## config.mk

```make
export PLATFORM = sky130hd
export DESIGN_NAME = serial_adder_ctrl
export DESIGN_NICKNAME = d
export VERILOG_FILES = /design/src/rtl/serial_adder_pkg.sv /design/src/rtl/serial_adder_ctrl_full_adder_cell.sv /design/src/rtl/serial_adder_ctrl.sv
export SDC_FILE = /design/constraint.sdc
export NUM_CORES = 1
export LEC_CHECK = 0
export ABC_AREA = 1
export CAP_MARGIN = 20
export CORE_ASPECT_RATIO = 0.7
export CORE_UTILIZATION = 50
export CTS_CLUSTER_SIZE = 16
export DETAILED_ROUTE_END_ITERATION = 6
export PLACE_DENSITY = 0.76
export SYNTH_ARGS = -nofsm -noshare
export SYNTH_HDL_FRONTEND = slang
export SYNTH_SLANG_ARGS = --single-unit
```

## constraint.sdc

```tcl
create_clock -name clk -period 3.02 [get_ports clk]
set_input_delay 0.604 -clock clk [delete_from_list [all_inputs] [get_ports clk]]
set_output_delay 0.604 -clock clk [all_outputs]
set_load 0.01 [all_outputs]
```

## src/rtl/serial_adder_pkg.sv

```systemverilog
// serial_adder_pkg: shared FSM state encoding for the bit-serial adder controller.
//   ST_W    : state register width
//   state_t : ST_IDLE / ST_RUN / ST_DONE (2'd3 is unused and recovers to IDLE)
package serial_adder_pkg;
    localparam int ST_W = 2;
    typedef enum logic [ST_W-1:0] {
        ST_IDLE = 2'd0,
        ST_RUN  = 2'd1,
        ST_DONE = 2'd2
    } state_t;
endpackage

```

## src/rtl/serial_adder_ctrl_full_adder_cell.sv

```systemverilog
// full_adder_cell: 1-bit full adder built from two half adders plus an OR for the carry.
//   halfAdder      : i_a, i_b -> o_s (sum), o_c (carry)
//   full_adder_cell: a, b, ci -> s (sum), co (carry-out)
module halfAdder (
    input  logic i_a,
    input  logic i_b,
    output logic o_s,
    output logic o_c
);
    assign o_s = i_a ^ i_b;
    assign o_c = i_a & i_b;
endmodule

module full_adder_cell (
    input  logic a,
    input  logic b,
    input  logic ci,
    output logic s,
    output logic co
);
    logic w_s0, w_c0, w_c1;
    halfAdder u_ha0 (.i_a(a),    .i_b(b),  .o_s(w_s0), .o_c(w_c0));
    halfAdder u_ha1 (.i_a(w_s0), .i_b(ci), .o_s(s),    .o_c(w_c1));
    assign co = w_c0 | w_c1;
endmodule

```

## src/rtl/serial_adder_ctrl.sv

```systemverilog
// serial_adder_ctrl: bit-serial WIDTH-bit adder sharing one full_adder_cell over WIDTH cycles.
//   clk, rst_n     : rising-edge clock, async active-low reset
//   start, a, b, cin : request and operands, captured while ready
//   ready/busy/done  : IDLE / RUN / one-cycle DONE, decoded from state
//   sum, cout        : result, held until the next accepted add completes
module serial_adder_ctrl
    import serial_adder_pkg::*;
#(
    parameter int WIDTH = 8
) (
    input  logic             clk,
    input  logic             rst_n,
    input  logic             start,
    input  logic [WIDTH-1:0] a,
    input  logic [WIDTH-1:0] b,
    input  logic             cin,
    output logic             ready,
    output logic             busy,
    output logic             done,
    output logic [WIDTH-1:0] sum,
    output logic             cout
);
    localparam int CW = (WIDTH > 1) ? $clog2(WIDTH) : 1;
    state_t           r_state;
    logic [WIDTH-1:0] r_a, r_b, r_res, r_sum;
    logic [CW-1:0]    r_cnt;
    logic             r_carry, r_cout;
    logic             w_s, w_c, w_last;
    logic [WIDTH-1:0] w_res_next;
    full_adder_cell u_cell (.a(r_a[0]), .b(r_b[0]), .ci(r_carry), .s(w_s), .co(w_c));
    // New sum bit enters at the MSB so that after WIDTH shifts bit 0 lands at the LSB;
    // written as shifts so WIDTH=1 needs no special-case slice.
    assign w_res_next = (r_res >> 1) | (WIDTH'(w_s) << (WIDTH - 1));
    assign w_last     = r_cnt == CW'(WIDTH - 1);
    always_ff @(posedge clk or negedge rst_n) begin
        if (!rst_n) begin
            r_state <= ST_IDLE;
            r_a     <= '0;
            r_b     <= '0;
            r_res   <= '0;
            r_sum   <= '0;
            r_cnt   <= '0;
            r_carry <= 1'b0;
            r_cout  <= 1'b0;
        end else begin
            case (r_state)
                ST_IDLE: if (start) begin
                    r_a     <= a;
                    r_b     <= b;
                    r_carry <= cin;
                    r_cnt   <= '0;
                    r_res   <= '0;
                    r_state <= ST_RUN;
                end
                ST_RUN: begin
                    r_res   <= w_res_next;
                    r_a     <= r_a >> 1;
                    r_b     <= r_b >> 1;
                    r_carry <= w_c;
                    r_cnt   <= r_cnt + CW'(1);
                    if (w_last) begin
                        r_sum   <= w_res_next;
                        r_cout  <= w_c;
                        r_state <= ST_DONE;
                    end
                end
                ST_DONE: r_state <= ST_IDLE;
                default: r_state <= ST_IDLE;
            endcase
        end
    end
    assign ready = r_state == ST_IDLE;
    assign busy  = r_state == ST_RUN;
    assign done  = r_state == ST_DONE;
    assign sum   = r_sum;
    assign cout  = r_cout;
endmodule
```

==> impl_metrics.yaml <==
timing:
  finalCritPeriodShare_pct: 73.2
  drv_slew: 0
  report.final.hold_viol_count: 0
  final.setup.worst_slack_ps: 808
  rsz0062_at_grt: "no"
  slew-limit-headroom_pct: 45.9
  finalCriticalPeriod_ps: 2210
  skew_ps: 6.13
  worstMarginPinSlew_ps: 811
  setup_viol: 0
  max_freq_ghz: 0.452
  tns_ps: 0
min_path:
  hp-class: "in -> async"
route:
  avgViaCountPerCell: 4.60
  drt_iter0_drc: 88
  drc: 0
  finalWirelength_um: 3350
  firstDrtPassIters: 4
  wl_per_cell_um: 11.1
  vias: 1386
  drt.antenna.violating_nets: 0
cts:
  cts_root_buf: "clkbuf_8"
  cts_max_level: 2
  insertion_delay_ps: 290
  post-cts-setup-buffer-count: 0
  cts.sink_count: 38
  clockBufferDepth: 2
  tritoncts: "done"
  cts.clk_slew.worst_paths_ps: 70
  cts-resized-gates: 0
  postCtsHoldBufs: 0
  numCtsBuffers: 5
power:
  power.leakage_nw: 1.19
  p_total_mw: 2.13
  powerDensity_mw_per_mm2: 952
  irDropWorstVdd_mv: 0.618
grt:
  antenna_found_initial: 0
  grt_pass1_wl_um: 5690
  top_usage_layer: "met2"
  overflow: 0
  met1_usage_pct: 28.5
  grt_max_degree: 39
  grt.total_usage_pct: 20.6
  grt_pass1_vias: 1239
  use_met3_pct: 5.19
  grt.met2_usage_pct: 29.7
yosys:
  yosysSeqAreaShare_pct: 51.8
  synth_area_mm2: 0.00184
  syn_inst: 218
  ys_ff_latch: 38
  avgSynthCellArea_um2: 8.43
  netlist-cell-type-count: 22
  synth.area.top_cells: "dfrtp_1, nand2_1, inv_1"
  yosysTopAreaCell: "dfrtp_1"
  synth.net_count: 241
  synth_top_area_share_pct: 51.8
  yosys_warnings: 0
setup_path:
  required_ps: 2420
  cp_max_fo: 6
  critPathMaxStageDelay_ps: 550
  crit_type: "reg -> out"
  crit_arrival_ps: 1610
  worstSetupEndpointType: "output pin"
  cp_top_family: "buffers and inverters"
  crit_buf_inv: 2
  start_kind: "flip-flop"
  crit_chain: "inv_1 -> nor2_2 -> clkdlybuf4s50_1"
  cp_slowest_cell: "clkdlybuf4s50_1"
cells_and_area:
  final_core_util_pct: 63.6
  stdcell_count: 301
  fin_nets: 273
  drive_gt1_share_pct: 10.4
  area_growth_pct: 21.6
  diodes: 0
floorplanning:
  die_area_mm2: 0.00392
  ios: 32
  rows: 18
  core_area_mm2: 0.00351
  start_util_pct: 52.3
  die_w_um: 74.4
  die_y_um: 52.7
status:
  status: "complete, no violations"
run:
  maxCapViolCount: 0
placement:
  dp_slack_ps: 1120
  port_buffers: 31
  placedCellCount: 293
  dp_hpwl_um: 2230
  place_congestion: 0.724
## logic make-up (layout without fill, tap and decap cells)
kind of cell               after synthesis  in the layout  share of synthesized area, %
adders and majority gates                3              3                          2.45
buffers and inverters                   49             82                          12.9
DFF                                     38             38                          51.8
AOI/OAI and AO/OA                       19             19                          7.02
and+or+nand+nor                        109            109                          25.9
## worst register-to-register path, stage by stage (launching register included)
cell     delay, ps
dfrtp_1        540
inv_1           90
nor2_2         130
buf_4          200
nand2_2        270
nand2_1        170
o21ai_2         60
## synth_stat cells
library cell / count
o21ai_0: 5
buf_4: 1
fa_1: 1
nand2_8: 2
nand2_2: 1
o21ai_1: 4
nand3_1: 17
inv_6: 1
nand2_1: 84
buf_8: 1
ha_1: 2
o21ai_2: 8
inv_2: 1
nor2_1: 3
dfrtp_1: 38
nor2_2: 1
buf_6: 4
a21oi_2: 1
a21oi_1: 1
buf_2: 2
nand2_4: 1
inv_1: 39
## layout make-up
type                       instances  area (µm²)
clock buffer                       7        86.3
timing repair buffer              33         320
multi-input combinational        131         649
fill                             307        1280
inverter                          41         159
clock inverter                     1        5.00
sequential                        38         951
tap                               50        62.6
## stage by stage
stage	hold slack, ps	area [µm²]
after floorplan	308	1840
after global placement	462	2140
after detailed placement	466	2140
after CTS	431	2230
after global routing	472	2230
final	399	2230
## worst paths after layout
check | depth (start not counted) | slack (ps) | endpoint | from
setup / recovery | 3 | 810 | busy | r_state[0]$_DFFE_PN0P_
hold / removal | 1 | 400 | r_a[3]$_DFFE_PN0P_ | rst_n
setup reg to reg | 6 | 1430 | sum[6]$_DFFE_PN0P_ | r_state[0]$_DFFE_PN0P_
hold reg to reg | 2 | 480 | r_cnt[1]$_DFFE_PN0P_ | r_cnt[1]$_DFFE_PN0P_
max in group asynchronous | 1 | 2100 | r_b[3]$_DFFE_PN0P_ | rst_n
min in group clk | 2 | 480 | r_cnt[1]$_DFFE_PN0P_ | r_cnt[1]$_DFFE_PN0P_
## power by group
group | internal, mW | switching [mW]
registers | 0.733 | 0.127
clock network | 0.184 | 0.171
logic | 0.394 | 0.517
## layer usage
| metal | up-vias | wire, µm |
|---|---|---|
| li1 | 709 | - |
| met3 | 7 | 116 |
| met5 | - | 0 |
| met1 | 649 | 1680 |
| met4 | 0 | 66 |
| met2 | 21 | 1490 |
## flip-flops by register name (all words and copies together), names as in the netlist
register  count
r_res         7
sum           8
r_b           8
cout          1
r_carry       1
r_state       2
r_cnt         3
r_a           8
## placed cells by master (no fill, tap or decap), types with 2 or more instances in the layout
cell type and n:
nand2_8 2, nand2_1 84, o21ai_2 8, buf_4 2, o21ai_0 5, nand3_1 17
clkdlybuf4s50_1 30, dfrtp_1 38, nor2_1 3, o21ai_1 4, clkbuf_8 6, ha_1 2
inv_1 39
No activity file was read; power rests on OpenSTA's default activity.
